--- src/rtl/gear_shift_sequencer.sv ---
// gear_shift_sequencer: steps the engaged gear one position at a time toward a target through disengage/step/settle phases.
module gear_shift_sequencer #(
  parameter int CLUTCH_CYCLES = 4,
  parameter int SETTLE_CYCLES = 2
) (
  input  logic       clk,
  input  logic       rst_n,
  input  logic       req_valid,
  input  logic [1:0] req_gear,
  output logic       req_ready,
  output logic [1:0] gear,
  output logic [3:0] speed_code,
  output logic       clutch,
  output logic       busy,
  output logic       done
);
  typedef enum logic [2:0] {IDLE, DISENGAGE, STEP, SETTLE, DONE} state_t;
  localparam logic [3:0] CL = 4'(CLUTCH_CYCLES - 1);
  localparam logic [3:0] SL = 4'(SETTLE_CYCLES - 1);
  state_t     state;
  logic [1:0] target;
  logic [3:0] cnt;
  logic [1:0] next_gear;
  function automatic logic [3:0] code(input logic [1:0] g);
    return g == 2'd0 ? 4'd0 : g == 2'd1 ? 4'd7 : g == 2'd2 ? 4'd12 : 4'd15;
  endfunction
  always_comb next_gear = target > gear ? gear + 2'd1 : gear - 2'd1;
  always_ff @(posedge clk or negedge rst_n) begin
    if (!rst_n) begin
      state      <= IDLE;
      gear       <= 2'd0;
      speed_code <= 4'd0;
      clutch     <= 1'b0;
      busy       <= 1'b0;
      done       <= 1'b0;
      req_ready  <= 1'b1;
      target     <= 2'd0;
      cnt        <= 4'd0;
    end else begin
      done <= 1'b0;
      cnt  <= cnt == 4'hF ? cnt : cnt + 4'd1;
      case (state)
        IDLE: if (req_valid && req_ready) begin
          target    <= req_gear;
          req_ready <= 1'b0;
          busy      <= 1'b1;
          cnt       <= 4'd0;
          if (req_gear == gear) begin
            state <= DONE;
            done  <= 1'b1;
          end else begin
            state  <= DISENGAGE;
            clutch <= 1'b1;
          end
        end
        DISENGAGE: if (cnt == CL) begin
          state <= STEP;
          cnt   <= 4'd0;
        end
        STEP: begin
          gear       <= next_gear;
          speed_code <= code(next_gear);
          clutch     <= 1'b0;
          state      <= SETTLE;
          cnt        <= 4'd0;
        end
        SETTLE: if (cnt == SL) begin
          cnt <= 4'd0;
          if (gear != target) begin
            state  <= DISENGAGE;
            clutch <= 1'b1;
          end else begin
            state <= DONE;
            done  <= 1'b1;
          end
        end
        DONE: begin
          state     <= IDLE;
          busy      <= 1'b0;
          req_ready <= 1'b1;
          cnt       <= 4'd0;
        end
        default: state <= IDLE;
      endcase
    end
  end
endmodule
--- config.mk ---
export PLATFORM = sky130hd
export DESIGN_NAME = gear_shift_sequencer
export DESIGN_NICKNAME = d
export VERILOG_FILES = /design/src/rtl/gear_shift_sequencer.sv
export SDC_FILE = /design/constraint.sdc
export NUM_CORES = 1
export LEC_CHECK = 0
export CAP_MARGIN = 20
export CORE_AREA = 2 2 52 45
export CTS_CLUSTER_SIZE = 20
export DETAILED_ROUTE_END_ITERATION = 8
export DIE_AREA = 0 0 54 47
export HOLD_SLACK_MARGIN = 0.03
export PLACE_DENSITY_LB_ADDON = 0.1
export SLEW_MARGIN = 40
export SYNTH_ARGS = -nofsm -noshare
export SYNTH_HDL_FRONTEND = slang
export SYNTH_SLANG_ARGS = --single-unit
export TNS_END_PERCENT = 5
--- constraint.sdc ---
create_clock -name clk -period 2.4 [get_ports clk]
set_clock_uncertainty 0.15 [all_clocks]
set_input_delay 0.6 -clock clk [delete_from_list [all_inputs] [get_ports clk]]
set_output_delay 0.6 -clock clk [all_outputs]
set_load 0.02 [all_outputs]
* Yosys cells after proc, flatten, opt, wreduce, memory -nomap -nowiden *
Cells that the tools add are included.

storage, ports and cells
  register bits after elaboration = 19
  bits of input ports = 5

operators by class
  add/sub/neg operators = 3
  order comparisons = 1
  eq/ne operators = 16
  mux-type cells = 29
  reduce and logical (&&, ||, !) cells = 10

operators with widths
  kind                                                                    number
  4-bit 2-to-1 mux                                                        6
  4-bit one-hot mux with 4 select lines                                   1
  3-bit 2-to-1 mux                                                        5
  3-bit one-hot mux with 4 select lines                                   1
  1-bit 2-to-1 mux                                                        10
  2-bit != test (second input constant)                                   5
  3-bit by 2-bit equality test with 1-bit output (second input constant)  2
  1-bit one-hot mux with 2 select lines                                   3
  5-bit AND reduction                                                     1
  4-bit by 1-bit adder with 4-bit output (second input constant)          1
  4-bit by 1-bit equality test with 1-bit output (second input constant)  1
  4-bit by 2-bit equality test with 1-bit output (second input constant)  1
  4-bit equality test (second input constant)                             1
  2-bit 2-to-1 mux                                                        2
  2-bit AND reduction                                                     2
  3-bit by 1-bit equality test with 1-bit output (second input constant)  1
  3-bit equality test (second input constant)                             1
  3-bit zero test                                                         1
  1-bit one-hot mux with 3 select lines                                   1
  3-bit AND reduction                                                     1
  3-bit nonzero test                                                      1
  2-bit by 1-bit adder with 2-bit output (second input constant)          1
  2-bit by 1-bit equality test with 1-bit output (second input constant)  1
  2-bit equality test                                                     1
  other kinds (8)                                                         8

* Longest topological paths before layout *
  depth after elaboration = 6
  depth in mapped cells = 8
  gate-level depth less buffers = 8

* Worst setup path before layout *
Ideal clock, no wire load.

  path type = register to register
  start point = register gear[1]
  end point = register gear[1]
  library setup time = 0.128 ns
  arrival time = 1.859 ns
  setup slack = 0.263 ns
  stages on the path, launching flop included = 8
  cell sequence = dfrtp_1 inv_1 ha_1 nor2b_1 o21ai_0 xnor2_1 ha_1 mux2_1

between the ends
  cells in the longest elaborated chain, start to end = 2

ends and longest elaborated chain
  element                                                              RTL line  text
  start: declaration                                                   11        output logic [1:0] gear,
  start signal: assignment                                             61        gear <= next_gear;
  2-bit by 1-bit subtractor with 2-bit output (tied with other cells)  27        always_comb next_gear = target > gear ? gear + 2'd1 : gear - 2'd1;
  2-bit 2-to-1 mux (*)                                                 27
  net next_gear[1]                                                     23        logic [1:0] next_gear;

The timed path passes the listed nets; every way through them passes the cells marked *.
A chain may end at the register's enable or synchronous reset.

* Final worst setup path *
  start point = register gear[0]
  end point = output port gear[0]

No word-level cell between the ends.

==> run metrics <==
maximum number of pins on one net before global-route repair 18; CTS Buf Count 3; Synth area leader dfrtp_1; number of synthesized flops with an enable pin 0; Syn Area/Cell 10.1 um2; Worst-Skew Late Latency 0.28 ns; P_int 0.356 mW; cts hold-fix bufs 0; core area 2030 um2; Final Critical Period 2.20 ns; Syn Nets 106; Slew HR 74.9%; M1 WL 818 um; final hold slack 0.340 ns; Setup Buffers After CTS 0; vias in the first global route 631; GR Overflow Total 0; R2R Path End gear[1]; Initial DRC Count 17; H-tree depth 1; worst slew pin tran 0.367 ns; Seq/Total Area, Yosys 44.5%; Worst Setup Path Type register to output pin; Hold EP speed_code[2]; Core Util, Final 55.4%; Max-Cap Viols 0; CP Cell Sequence clkdlybuf4s50_1; Synth Flop Type dfrtp_1; Synth Instances 95; post-cts gate resize count 0; Post-layout nets 120; Peak VDD IR 0.318 mV; Worst Setup End Kind output pin; Netlist cell types 36; die area 2540 um2; Critical Path RT 1.65 ns; pre-CTS setup slack 0.251 ns; crit path launch type register; FF+latch count, synth 17; Die W 54 um; HP Class register to register; Critical Path Fanout Max 6; final hold violations 0; P_sw 0.0939 mW; Routed Antenna Nets 0; fin crit share 91.7%; Port Buf Inserts 14; clock slew at reported path FFs 0.10 ns; slowest stage delay, CP 0.66 ns; layout cells sized above 1 12.0%; Slew Viols, Final 0; n_diodes 0; sequential power share 63.7%; Placer Congestion 0.761; Hold Path Stages 2; DRC 0; Reg2Reg Depth 7; Power Total 0.450 mW; Setup WS post-layout 0.199 ns; clock share of power 32.8%; Post-Syn Area 958 um2; clk sinks 17; global-route wire length before repair 2790 um; WL met3 86 um; FMAX 454 MHz; post-synth top area share 41.8%; all-layer global routing usage 15.9%; min-delay src speed_code[2]; top layer in use met4; Syn-to-layout area delta 17.2%; status finished clean; crit-path leading delay family buffers and inverters; std cell rows 15; Synth Warn # 0; Routed met2 length 689 um; initial antenna violation count 0; 1st-pass router iterations 4; fill cell count 197; DR vias 709; CTS root buf clkbuf_4; Final setup viols 0; slowest CP cell clkdlybuf4s50_1; switch share 20.9%; reg2reg start gear[1]; reg-to-reg slack, setup 0.33 ns; top cells by area, synth dfrtp_1 (42%), ha_1 (7.8%), nor2_1 (4.3%), nand2_1 (3.1%), dfstp_2 (2.7%); WL final 1610 um; Initial Util 47.3%; chip height 47 um; worst path bufs/invs 1; CTS tree built; RSZ-0062 raised after global routing false; Wirelength per Cell 12.1 um; number of vias per cell 5.33; combinational power share 3.6%; DP HPWL 1210 um; worst path arrival time 1.45 ns; Max Root-Sink Buffers 2; setup TNS 0 ns; ys async rst share 100%; Power per Cell Area 400 nW/um2; # IOs 15; leakage power 0.494 nW
## routing by layer
metal,vias to the layer above,track usage [%]
met5,-,0
met4,0,3.00
met3,2,5.73
met2,16,23.9
met1,333,22.3
li1,358,-
## power by group through the flow
stage	Clock (mW)	Sequential [mW]	Combinational, mW
after global routing	0.171	0.286	0.0180
after global placement	0	0.292	0.0165
after floorplan	0	0.292	0.00175
after detailed placement	0	0.292	0.0166
final	0.147	0.286	0.0161
after CTS	0.158	0.286	0.0168
## registers in the layout, summed over array words and instances (netlist names)
name and flops:
gear 2, clutch 1, done 1, target 2
req_ready 1, busy 1, state 3, speed_code 2
cnt 4
## worst max path at each step
stage	from	end	cells after the start
2_1_floorplan	gear[1]	gear[1]	7
3_3_place_gp	req_valid	cnt[3]	5
3_5_place_dp	req_valid	cnt[3]	5
4_1_cts	req_ready	req_ready	1
5_1_grt	gear[0]	gear[0]	1
6_report	gear[0]	gear[0]	1
## final cells by class
class                           instances  area (um2)  share of cell area [%]
Tap cell                               25        31.3                    2.78
Timing Repair Buffer                   15         148                    13.1
Clock inverter                          1        5.00                   0.445
Multi-Input combinational cell         67         472                    42.0
Clock buffer                            3        22.5                    2.00
Sequential cell                        17         427                    38.0
Inverter                                5        18.8                    1.67
## logic make-up (layout without fill, tap and decap cells)
kind of cell	Yosys count	in the layout	share of synthesized area, %
AO/OA/AOI/OAI	21	21	15.8
XOR/XNOR	5	5	4.57
adder cells (fa/ha/maj)	6	6	7.83
buffers and inverters	11	24	6.27
flip-flops	17	17	44.5
multiplexers	2	2	2.35
AND/OR/NAND/NOR	33	33	18.7
## cells in the final DEF, fill, tap and decap left out, types with 2 or more instances in the layout
master / count
a21o_1: 2
a21oi_1: 4
clkbuf_4: 3
clkdlybuf4s50_1: 14
dfrtp_1: 16
ha_1: 6
inv_1: 5
nand2_1: 8
nand3_1: 2
nand4_1: 2
nor2_1: 11
nor3_2: 2
o211a_1: 2
o21ai_0: 4
o31ai_1: 2
xnor2_1: 3
xor2_1: 2
## cells in the mapped netlist (3+ instances only)
library cell / number
nor2_1: 11
buf_2: 3
dfrtp_1: 16
inv_1: 5
xnor2_1: 3
a21oi_1: 4
o21ai_0: 4
nand2_1: 8
ha_1: 6
## worst min-delay path: stages, from the launching register on
cell	delay [ns]
dfrtp_1	0.36
nand2_1	0.04
o21ai_0	0.06
## metrics by stage
stage	std cells	cell area, um2
final	133	1120
after global routing	133	1120
after CTS	133	1120
after detailed placement	129	1100
after global placement	129	1100
after floorplan	95	958
Note: power is estimated with default switching activity, not from simulation.
